File: src/rtl/output_drain_ctrl.sv
// rtl/output_drain_ctrl.sv - drains one accumulated tile from the column shifters into the output buffer

`ifndef ARRAYHEIGHT
`define ARRAYHEIGHT 4
`endif
`ifndef ARRAYWIDTH
`define ARRAYWIDTH 4
`endif
`ifndef OUTPUT_BUF_DATASIZE
`define OUTPUT_BUF_DATASIZE 32
`endif

module output_drain_ctrl #(
    parameter int ROWS = `ARRAYHEIGHT,
    parameter int COLS = `ARRAYWIDTH,
    parameter int DW   = `OUTPUT_BUF_DATASIZE,
    parameter int AW   = 10
) (
    input  logic                 clk_i,
    input  logic                 rst_ni,
    input  logic                 start_i,
    input  logic                 abort_i,
    input  logic [AW-1:0]        tile_base_addr_i,
    input  logic [COLS*DW-1:0]   col_data_i,
    output logic                 shift_en_o,
    output logic                 acc_clear_o,
    output logic                 wr_valid_o,
    input  logic                 wr_ready_i,
    output logic [AW-1:0]        wr_addr_o,
    output logic [COLS*DW-1:0]   wr_data_o,
    output logic                 busy_o,
    output logic                 done_o
);

    // Row counter must hold 0..ROWS-1; keep at least one bit for ROWS==1.
    localparam int RCW = (ROWS > 1) ? $clog2(ROWS) : 1;

    typedef enum logic [1:0] {
        IDLE    = 2'd0,
        CAPTURE = 2'd1,
        WRITE   = 2'd2,
        DONE    = 2'd3
    } state_e;

    state_e             state_q;
    logic [RCW-1:0]     row_cnt_q;
    logic [RCW-1:0]     row_cnt_d;
    logic [AW-1:0]      addr_q;
    logic [AW-1:0]      addr_d;
    logic [COLS*DW-1:0] row_q;
    logic               shift_en_q;
    logic               acc_clear_q;
    logic               wr_valid_q;
    logic               done_q;
    logic               last_row;
    logic               handshake;

    // Next row index / address; the address wraps naturally at 2^AW.
    always_comb begin
        row_cnt_d = row_cnt_q + 1'b1;
        addr_d    = addr_q + 1'b1;
        last_row  = (row_cnt_q == RCW'(ROWS - 1));
        handshake = wr_valid_q && wr_ready_i;
    end

    // Drain sequencer: all control outputs are registered alongside the state,
    // so each pulse is visible exactly during the state it belongs to.
    always_ff @(posedge clk_i or negedge rst_ni) begin
        if (!rst_ni) begin
            state_q     <= IDLE;
            row_cnt_q   <= '0;
            addr_q      <= '0;
            row_q       <= '0;
            shift_en_q  <= 1'b0;
            acc_clear_q <= 1'b0;
            wr_valid_q  <= 1'b0;
            done_q      <= 1'b0;
        end else begin
            // Pulses default low; only the transitions below raise them.
            shift_en_q  <= 1'b0;
            acc_clear_q <= 1'b0;
            done_q      <= 1'b0;

            if (abort_i && (state_q != IDLE)) begin
                // Cancel wins over any handshake or completion this cycle.
                state_q    <= IDLE;
                wr_valid_q <= 1'b0;
            end else begin
                case (state_q)
                    IDLE: begin
                        wr_valid_q <= 1'b0;
                        if (start_i) begin
                            addr_q     <= tile_base_addr_i;
                            row_cnt_q  <= '0;
                            shift_en_q <= 1'b1;
                            state_q    <= CAPTURE;
                        end
                    end
                    CAPTURE: begin
                        // The shifter advances on this same edge, so the
                        // current head element is captured here.
                        row_q      <= col_data_i;
                        wr_valid_q <= 1'b1;
                        state_q    <= WRITE;
                    end
                    WRITE: begin
                        if (handshake) begin
                            wr_valid_q <= 1'b0;
                            if (last_row) begin
                                done_q      <= 1'b1;
                                acc_clear_q <= 1'b1;
                                state_q     <= DONE;
                            end else begin
                                row_cnt_q  <= row_cnt_d;
                                addr_q     <= addr_d;
                                shift_en_q <= 1'b1;
                                state_q    <= CAPTURE;
                            end
                        end
                    end
                    DONE: begin
                        state_q <= IDLE;
                    end
                    default: begin
                        state_q    <= IDLE;
                        wr_valid_q <= 1'b0;
                    end
                endcase
            end
        end
    end

    assign shift_en_o  = shift_en_q;
    assign acc_clear_o = acc_clear_q;
    assign wr_valid_o  = wr_valid_q;
    assign wr_addr_o   = addr_q;
    assign wr_data_o   = row_q;
    assign done_o      = done_q;
    assign busy_o      = (state_q != IDLE);

endmodule

File: config.mk
export PLATFORM = sky130hd
export DESIGN_NAME = output_drain_ctrl
export DESIGN_NICKNAME = d
export VERILOG_FILES = /design/src/rtl/output_drain_ctrl.sv
export SDC_FILE = /design/constraint.sdc
export NUM_CORES = 1
export LEC_CHECK = 0
export ABC_CLOCK_PERIOD_IN_PS = 2200
export CAP_MARGIN = 30
export CORE_ASPECT_RATIO = 1.2
export CORE_MARGIN = 5
export CORE_UTILIZATION = 42
export CTS_CLUSTER_SIZE = 14
export DETAILED_ROUTE_END_ITERATION = 6
export PLACE_DENSITY = 0.81
export SLEW_MARGIN = 25
export SYNTH_ARGS = -nofsm -noshare
export SYNTH_HDL_FRONTEND = slang
export SYNTH_SLANG_ARGS = --single-unit
File: constraint.sdc
create_clock -name clk_i -period 2.2 [get_ports clk_i]
set_clock_uncertainty 0.2 [all_clocks]
set_input_delay 0.44 -clock clk_i [delete_from_list [all_inputs] [get_ports clk_i]]
set_output_delay 0.44 -clock clk_i [all_outputs]
set_load 0.02 [all_outputs]
-- Word-level counts from Yosys, hierarchy flattened
Cells that the tools add are included.
- muxes and demuxes: 25
- equality and inequality tests: 9
- reductions and logical operators: 10
- bitwise gates (word level): 1
- add/sub/neg operators: 2
- operator list (kind ; count):
    two-way mux 10 bit ; 3
    one-hot mux 10 bit (2 select lines) ; 1
    two-way mux 2 bit ; 7
    adder 10 x 1 -> 10 bit, second input constant ; 1
    two-way mux 1 bit ; 10
    one-hot mux 2 bit (4 select lines) ; 1
    equality test 2 bit, second input constant ; 3
    inequality test 2 bit, second input constant ; 3
    inequality test 3 bit, second input constant ; 2
    AND reduction 2 bit ; 3
    AND reduction 5 bit ; 1
    one-hot mux 2 bit (2 select lines) ; 1
    nonzero test 2 bit ; 2
    nonzero test 4 bit ; 1
    one-hot mux 1 bit (3 select lines) ; 1
    adder 2 x 1 -> 2 bit, second input constant ; 1
    equality test 2 x 1 -> 1 bit, second input constant ; 1
    logical AND 1 bit ; 2
    zero test 2 bit ; 1
    one-hot mux 1 bit (2 select lines) ; 1
    NOT 1 bit ; 1
- output and inout port bits: 143
- flip-flop bits (word level): 145
- input port bits: 143

-- Longest topological paths before layout
Gate-level depths: netlist of run 1.
- depth in word-level cells: 5
- gate-level depth with buffers: 6

-- Worst setup path after synthesis of run 1
No wires, ideal clock.
- path type: flip-flop to flip-flop
- start point: reg state_q[1]
- end point: reg row_q[0], in the netlist wr_data_o[0]
- arrival time: 1.384 ns
- path slack: 0.491 ns
- setup time: 0.125 ns
- cell stages (with the launch flop): 6
- path through: dfrtp_1 nand2b_1 nor2_2 buf_12 buf_12 mux2_4
- cells in the longest elaborated chain, start to end: 4
- elaborated cells between the ends (all ways): 5
- RTL lines (element ; line ; text):
    start: declaration ; 45 ; state_e state_q;
    start signal: assignment ; 70 ; state_q <= IDLE;
    start signal: assignment ; 86 ; state_q <= IDLE;
    start signal: assignment ; 96 ; state_q <= CAPTURE;
    nonzero test 2 bit ; 84 ; if (abort_i && (state_q != IDLE)) begin
    logical AND 1 bit ; 84 ;
    NOT 1 bit (no source line) ; - ;
    AND reduction 2 bit (no source line) (*) ; - ;
    end signal: assignment ; 102 ; row_q <= col_data_i;
    end: declaration ; 50 ; logic [COLS*DW-1:0] row_q;
Mark *: on every way between the ends. The rest lies on a longest branch, timed or not.
A chain may end at the register's enable or synchronous reset.

-- Worst setup path after layout of run 1
- start point: reg addr_q[4], in the netlist wr_addr_o[4]
- end point: out wr_addr_o[4]
- RTL lines (element ; line ; text):
    start: declaration ; 48 ; logic [AW-1:0] addr_q;
    start signal: assignment ; 93 ; addr_q <= tile_base_addr_i;
    start signal: assignment ; 115 ; addr_q <= addr_d;
    end: declaration ; 29 ; output logic [AW-1:0] wr_addr_o,
No word-level cell between the ends.

==> parameters.txt, run 1 <==
Parameter                              Value

Cells and area
  Sequential cell area    3630 µm²
  Number of nets in the layout    828
  Layout overhead on the synthesized area    59.3%
  Proportion of layout cells with a drive suffix above 1    about 30%
  # fillers    around 1.1k
  Area occupied by multi-input gates    2400 µm²

Worst setup path
  Crit path arrival time    1510 ps
  Peak fanout along the critical path    6
  Crit start category    flop
  Worst Setup End Kind    output port
  Cell class contributing the biggest share of worst-path delay    buffers and inverters
  Cell-by-cell listing of the critical path    clkdlybuf4s50_1
  Type of the worst setup path    flop to output port
  Crit path required time    1560 ps
  Cell with the biggest individual delay on the critical path    sky130_fd_sc_hd__clkdlybuf4s50_1
  Worst stage delay on the critical path    650 ps
  Combined buffer and inverter count along the critical path    1

STA
  Worst-margin pin slew    483 ps
  Crit path time final    2150 ps
  Unrepaired setup endpoints after global routing    false
  Final Setup Violations    0
  Number of slew-limit violations in the final report    0
  Minimum hold slack    306 ps
  Max-Slew Margin vs Limit    67.8%
  Least setup slack across all paths after layout    just over 50 ps
  Endpoints failing hold    0
  Highest attainable clock frequency    465 MHz
  Post-route clock period utilization    between 90% and 100%

Floorplan
  Std-Cell Rows    49
  Die area    ~18000 µm²
  Die width    122 µm
  Count of boundary I/O pins    286
  Initial core utilization    42.5%
  Core Region    15000 µm²
  Height of the die    around 140 µm

Placement
  Worst-case setup slack after placement    -24.7 ps
  Detail Placement HPWL    roughly 14 mm
  Last weighted congestion value of the routability-driven placer    between 0.8 and 0.9
  Quantity of I/O buffers inserted on ports    285

Global route
  Number of antenna violations at the first check in global routing    1
  Overall fraction of global-route tracks in use    20.4%
  Maximum number of pins on one net before global-route repair    50
  Sum of overflow across all layers after global routing    0
  Vias in the first global route    4891
  Wire length of the first global-routing pass    approximately 27 mm

Synth
  Mapped Avg Cell Area    ~17 µm²
  Flip-flop and latch count after synthesis    145
  Synth warnings    0
  Gate count after technology mapping    368
  Net Count, Synth    513
  Post-synth design cell area    between 6000 and 7000 µm²
  Sequential element share of the synthesized area    between 50 and 60%
  Synth cell types    40

Power
  Cell area power density    1230 nW/µm²
  Worst supply voltage drop on vdd    0.602 mV
  Total power    approximately 12000 µW
  Leakage power total    approximately 0.0044 µW

Outcome
  Outcome    complete, no violations

Drt
  TritonRoute pass-1 iters    4
  Wirelength, routed    18.4 mm
  DRC viols    0
  Post-route antenna net violation count    0
  Ratio of routed vias to standard cells    roughly 4.8
  Iteration-0 DRC Markers    198
  Average wire per cell in the routed design    20.5 µm
  Vias after detailed routing    4338

CTS
  Number of levels the H-tree was split into    4
  CTS tree    yes
  Number of buffers created by CTS    17
  TritonCTS sink count    145
  Clock transition at the register clock pins on the worst setup and hold paths after CTS    60 ps
  Root Buffer    sky130_fd_sc_hd__clkbuf_16
  Number of setup buffers added after CTS    0
  Clock insertion delay at the later pin of the skew report    410 ps
  CTS Buffer Depth    2

Hold path
  Type of the most critical hold path    flop to flop

Run
  Max-capacitance violation count    0
## final cells by class
| cell class | instances | area share [%] |
|---|---|---|
| antenna | 1 | 0.0247 |
| inverter | 3 | 0.124 |
| multi-input combinational | 200 | 23.7 |
| clock buffer | 20 | 4.41 |
| clock inverter | 12 | 1.56 |
| tap | 204 | 2.52 |
| timing repair buffer | 316 | 31.9 |
| sequential | 145 | 35.8 |
## routing by layer
metal | vias to the layer above | global-route usage (%) | wire length, µm
met1 | 2155 | 21.8 | 6670
met3 | 38 | 5.95 | 1280
met5 | - | 0 | 0
met4 | 0 | 8.49 | 524
met2 | 203 | 37.7 | 9950
li1 | 1942 | - | -
## repair_timing
action | in CTS | in global routing
endpoints found under the setup margin | 3 | 2
gates resized for setup | 3 | 2
hold buffers | 1 | 0
hold endpoints to repair | 45 | 0
## synth_stat cells (all sizes together)
cell | n | area share, %
nor2b | 2 | 0.20
a21oi | 11 | 1.2
buf | 19 | 5.0
a22o | 1 | 0.14
o2bb2a | 1 | 0.31
a22oi | 1 | 0.12
or3b | 1 | 0.14
a2bb2oi | 3 | 0.61
and3 | 2 | 0.20
a31o | 1 | 0.14
nor4b | 1 | 0.14
inv | 2 | 0.12
clkinv | 1 | 0.079
nand2b | 2 | 0.20
o22ai | 4 | 0.39
mux2i | 2 | 0.31
nand2 | 8 | 0.47
clkbuf | 1 | 0.059
o21ai | 10 | 0.79
nand3 | 2 | 0.16
a31oi | 2 | 0.30
nand3b | 1 | 0.12
nand4 | 3 | 0.30
dfrtp | 145 | 57
or2 | 1 | 0.098
nor3 | 2 | 0.16
o31a | 1 | 0.14
ha | 2 | 0.39
and4 | 1 | 0.14
mux2 | 129 | 30
nor2 | 6 | 0.47
## sequential cells by signal, summed over array words and instances, names as in the netlist
| name | flops |
|---|---|
| wr_addr_o | 10 |
| shift_en_o | 1 |
| done_o | 1 |
| row_cnt_q | 2 |
| wr_data_o | 128 |
| state_q | 2 |
| wr_valid_o | 1 |
## worst paths after layout
kind,startpoint,to,slack (ps),cells after the start
worst max-delay path,wr_addr_o[4],wr_addr_o[4],50,1
worst min-delay path,wr_data_o[68],wr_data_o[68],310,1
worst max register to register,state_q[1],wr_data_o[72],330,5
worst min register to register,wr_data_o[68],wr_data_o[68],310,1
max in group asynchronous,rst_ni,wr_data_o[15],860,3
min in group asynchronous,rst_ni,wr_data_o[45],360,2
## cell families after synthesis
group           after synthesis  share of synthesized area [%]
compound gates               35                           4.15
fa+ha+maj                     2                          0.394
buf+inv                      23                           5.29
flops                       145                           57.1
mux                         131                           30.3
simple gates                 32                           2.78
## power breakdown
| group | total, µW | internal (µW) | switching [µW] |
|---|---|---|---|
| clock | 2930 | 1820 | 1110 |
| combinational | 5260 | 3010 | 2250 |
| sequential | 4220 | 3580 | 640 |
| total | 12400 | 8420 | 4000 |
## layout by cell type, fill, tap and decap left out, drive strengths merged, types with 2 or more instances in the layout
| cell type | count |
|---|---|
| o21ai | 10 |
| clkbuf | 20 |
| mux2i | 2 |
| a21oi | 11 |
| a2bb2oi | 3 |
| ha | 2 |
| clkinvlp | 3 |
| clkinv | 6 |
| mux2 | 129 |
| buf | 31 |
| dfrtp | 145 |
| nand2 | 8 |
| a31oi | 2 |
| bufinv | 3 |
| dlygate4sd2 | 3 |
| nor2b | 2 |
| nand2b | 2 |
| inv | 3 |
| nor3 | 2 |
| nand3 | 2 |
| nand4 | 3 |
| and3 | 2 |
| clkdlybuf4s50 | 280 |
| nor2 | 6 |
| o22ai | 4 |
## through the flow
step	TNS [ps]	cells	area, µm²	util, %
after floorplan	0	368	6360	-
after global placement	0	867	9510	63.6
after detailed placement	-54.1	867	9510	63.6
after CTS	0	900	10100	67.7
after global routing	0	901	10100	67.7
final	0	901	10100	67.7
No activity file was read; power rests on OpenSTA's default activity.
==> inputs of run 2 (changes only) <==
--- a/config.mk
+++ b/config.mk
@@ -5,14 +5,15 @@
 export SDC_FILE = /design/constraint.sdc
 export NUM_CORES = 1
 export LEC_CHECK = 0
+export ABC_AREA = 1
 export ABC_CLOCK_PERIOD_IN_PS = 2200
 export CAP_MARGIN = 30
 export CORE_ASPECT_RATIO = 1.2
 export CORE_MARGIN = 5
-export CORE_UTILIZATION = 42
-export CTS_CLUSTER_SIZE = 14
+export CORE_UTILIZATION = 40
 export DETAILED_ROUTE_END_ITERATION = 6
-export PLACE_DENSITY = 0.81
+export GPL_ROUTABILITY_DRIVEN = 0
+export PLACE_DENSITY = 0.8
 export SLEW_MARGIN = 25
 export SYNTH_ARGS = -nofsm -noshare
 export SYNTH_HDL_FRONTEND = slang
==> parameters.txt, run 2 <==
Parameter                              Value

Global route
  Overall fraction of global-route tracks in use    19.2% (-1.3 points)
  Vias in the first global route    4812 (-1.6%)
  Wire length of the first global-routing pass    25.2 mm (-8.4%)
  Sum of overflow across all layers after global routing    0 (unchanged)
  Number of antenna violations at the first check in global routing    0 (-1)
  Maximum number of pins on one net before global-route repair    61 (+22%)

Floorplan
  Std-Cell Rows    48 (-2.0%)
  Die width    120 µm (-2.1%)
  Height of the die    142 µm (-2.1%)
  Die area    17000 µm² (-4.2%)
  Initial core utilization    40.4% (-2.1 points)
  Count of boundary I/O pins    286 (unchanged)
  Core Region    14300 µm² (-4.4%)

Synth
  Net Count, Synth    560 (+9.2%)
  Most instantiated flip-flop cell in the synthesis netlist    sky130_fd_sc_hd__dfrtp_1
  Synth top area share    62.8% (+5.7 points)
  EDFF count, synth    0 (unchanged)
  Synth cell types    22 (-45%)
  Most common cell in the synthesized netlist    sky130_fd_sc_hd__dfrtp_1
  Gate count after technology mapping    415 (+13%)
  Post-synth design cell area    5780 µm² (-9.1%)
  Flip-flop and latch count after synthesis    145 (unchanged)
  Biggest area contributors in the synthesized netlist    sky130_fd_sc_hd__dfrtp_1, sky130_fd_sc_hd__mux2_1, sky130_fd_sc_hd__mux2_2
  Sequential element share of the synthesized area    62.8% (+5.7 points)
  Share of synthesized registers carrying an async set or reset    100% (unchanged)
  Library cell occupying the most area in the post-synthesis netlist    sky130_fd_sc_hd__dfrtp_1
  Synth warnings    0 (unchanged)
  Top cell types by occurrence after synthesis    sky130_fd_sc_hd__dfrtp_1, sky130_fd_sc_hd__mux2_1, sky130_fd_sc_hd__nand2_1
  Mapped Avg Cell Area    13.9 µm² (-19%)

Power
  Worst supply voltage drop on vdd    0.796 mV (+32%)
  Leakage power total    0.00407 µW (-6.9%)
  Cell area power density    1570 nW/µm² (+28%)

Worst setup path
  Cell-by-cell listing of the critical path    clkdlybuf4s50_1
  Number of cells on the critical path    1 (unchanged)
  Crit path required time    1560 ps (about the same)
  Reg2Reg Launch Point    wr_addr_o[0]
  Cell with the biggest individual delay on the critical path    sky130_fd_sc_hd__clkdlybuf4s50_1
  Worst stage delay on the critical path    640 ps (about the same)
  Type of the worst setup path    flop to output port
  Cell class contributing the biggest share of worst-path delay    buffers and inverters
  Crit start category    flop
  Number of cells traversed by the worst register-to-register path    8 (+3)
  Crit path arrival time    1480 ps (-30 ps)
  Combined buffer and inverter count along the critical path    1 (unchanged)
  Worst Setup End Kind    output port
  Peak fanout along the critical path    6 (unchanged)
  Critical Path Start    wr_addr_o[5]

Drt
  Routed length on met1    5.94 mm (-11%)
  Average wire per cell in the routed design    18.0 µm (-12%)
  Iteration-0 DRC Markers    147 (-26%)
  DR top layer    met4
  DRC viols    0 (unchanged)
  Post-route antenna net violation count    0 (unchanged)
  Wirelength, routed    16.2 mm (-12%)
  TritonRoute pass-1 iters    4 (unchanged)
  Detail Route met3 WL    1.39 mm (+8.3%)
  Routed wl met2    8.29 mm (-17%)
  Vias after detailed routing    4314 (-0.55%)
  Ratio of routed vias to standard cells    4.79 (-0.55%)

STA
  Setup TNS    0 ps (unchanged)
  Worst-margin pin slew    334 ps (-149 ps)
  Unrepaired setup endpoints after global routing    false
  Highest attainable clock frequency    471 MHz (+1.3%)
  Endpoints failing hold    0 (unchanged)
  Final Setup Violations    0 (unchanged)
  Crit path time final    2120 ps (-27.4 ps)
  Least setup slack across all paths after layout    78.3 ps (+27.4 ps)
  Number of slew-limit violations in the final report    0 (unchanged)
  Post-route clock period utilization    96.4% (-1.2 points)
  Max-Slew Margin vs Limit    77.8% (+10 points)

Outcome
  Outcome    complete, no violations

CTS
  Clock insertion delay at the later pin of the skew report    410 ps (about the same)
  CTS tree    yes
  Number of buffers created by CTS    17 (unchanged)
  Clock transition at the register clock pins on the worst setup and hold paths after CTS    60 ps (about the same)
  Number of levels the H-tree was split into    4 (unchanged)
  Number of setup buffers added after CTS    0 (unchanged)
  CTS Buffer Depth    2 (unchanged)
  TritonCTS sink count    145 (unchanged)
  Root Buffer    sky130_fd_sc_hd__clkbuf_16

Placement
  Worst-case setup slack after placement    54.1 ps (+78.8 ps)
  Detail Placement HPWL    12.4 mm (-12%)
  Quantity of I/O buffers inserted on ports    285 (unchanged)

Cells and area
  Number of nets in the layout    859 (+3.7%)
  Most frequent cells in the layout    sky130_fd_sc_hd__clkdlybuf4s50_1, sky130_fd_sc_hd__dfrtp_1, sky130_fd_sc_hd__mux2_1
  Proportion of layout cells with a drive suffix above 1    10.5% (-19 points)
  # diodes    0 (-1)
  Layout overhead on the synthesized area    63.9%
  Commonest non-fill, non-tap cell in the layout    sky130_fd_sc_hd__clkdlybuf4s50_1
  Flip-flop count of the largest register after layout    128 (unchanged)
  Final core utilization    66.3% (-1.4 points)

Hold path
  Type of the most critical hold path    input port to asynchronous set/reset pin

Run
  Max-capacitance violation count    0 (unchanged)
-- run 2: area by class of cell --
type                    count  area [µm²]
fillers                  1089        4820
flip-flops and latches    145        3630
repair buffers            298        3000
multi-input cells         236        1930
clock buffers              22         474
well taps                 175         219
clock inverters             9         154
inverters                  16        60.1
-- run 2: where the power goes --
part	internal (µW)	leakage, µW	switching [µW]
logic	3570	0.00204	3440
clock network	1980	0.000303	1050
registers	4020	0.00173	783
-- run 2: through the flow --
stage | hold slack [ps] | cell area, µm² | total power, µW | instances
final | 266 | 9470 | 14900 | 901
after global routing | 260 | 9470 | 15600 | 901
after CTS | 256 | 9470 | 15000 | 901
after detailed placement | 130 | 8830 | 11900 | 869
after global placement | 125 | 8830 | 11700 | 869
after floorplan | -55.6 | 5780 | 8260 | 415
-- run 2: logic make-up after synthesis --
kind of cell / synth area share, %
AO/OA/AOI/OAI: 1.02
XOR/XNOR: 0.152
adder cells (fa/ha/maj): 0.433
buffers and inverters: 3.92
flip-flops: 62.8
multiplexers: 24.9
AND/OR/NAND/NOR: 6.75
-- run 2: final timing paths --
path                                  end  slack [ps]
hold reg to reg              row_cnt_q[0]         290
setup reg to reg             wr_addr_o[8]         530
min in group clk_i           row_cnt_q[0]         290
setup / recovery             wr_addr_o[5]          80
max in group asynchronous   wr_data_o[42]         920
hold / removal             wr_data_o[126]         270
-- run 2: timing repair --
item | in CTS | in global routing
hold buffers | 1 | 0
endpoints found under the setup margin | 1 | 0
resized for setup | 1 | 0
hold endpoints to repair | 26 | 0
-- run 2: routing by layer --
metal	GRT usage, %	up-vias
met5	0	-
met4	8.87	0
met3	7.66	49
met2	33.8	215
met1	20.0	2048
li1	-	2002
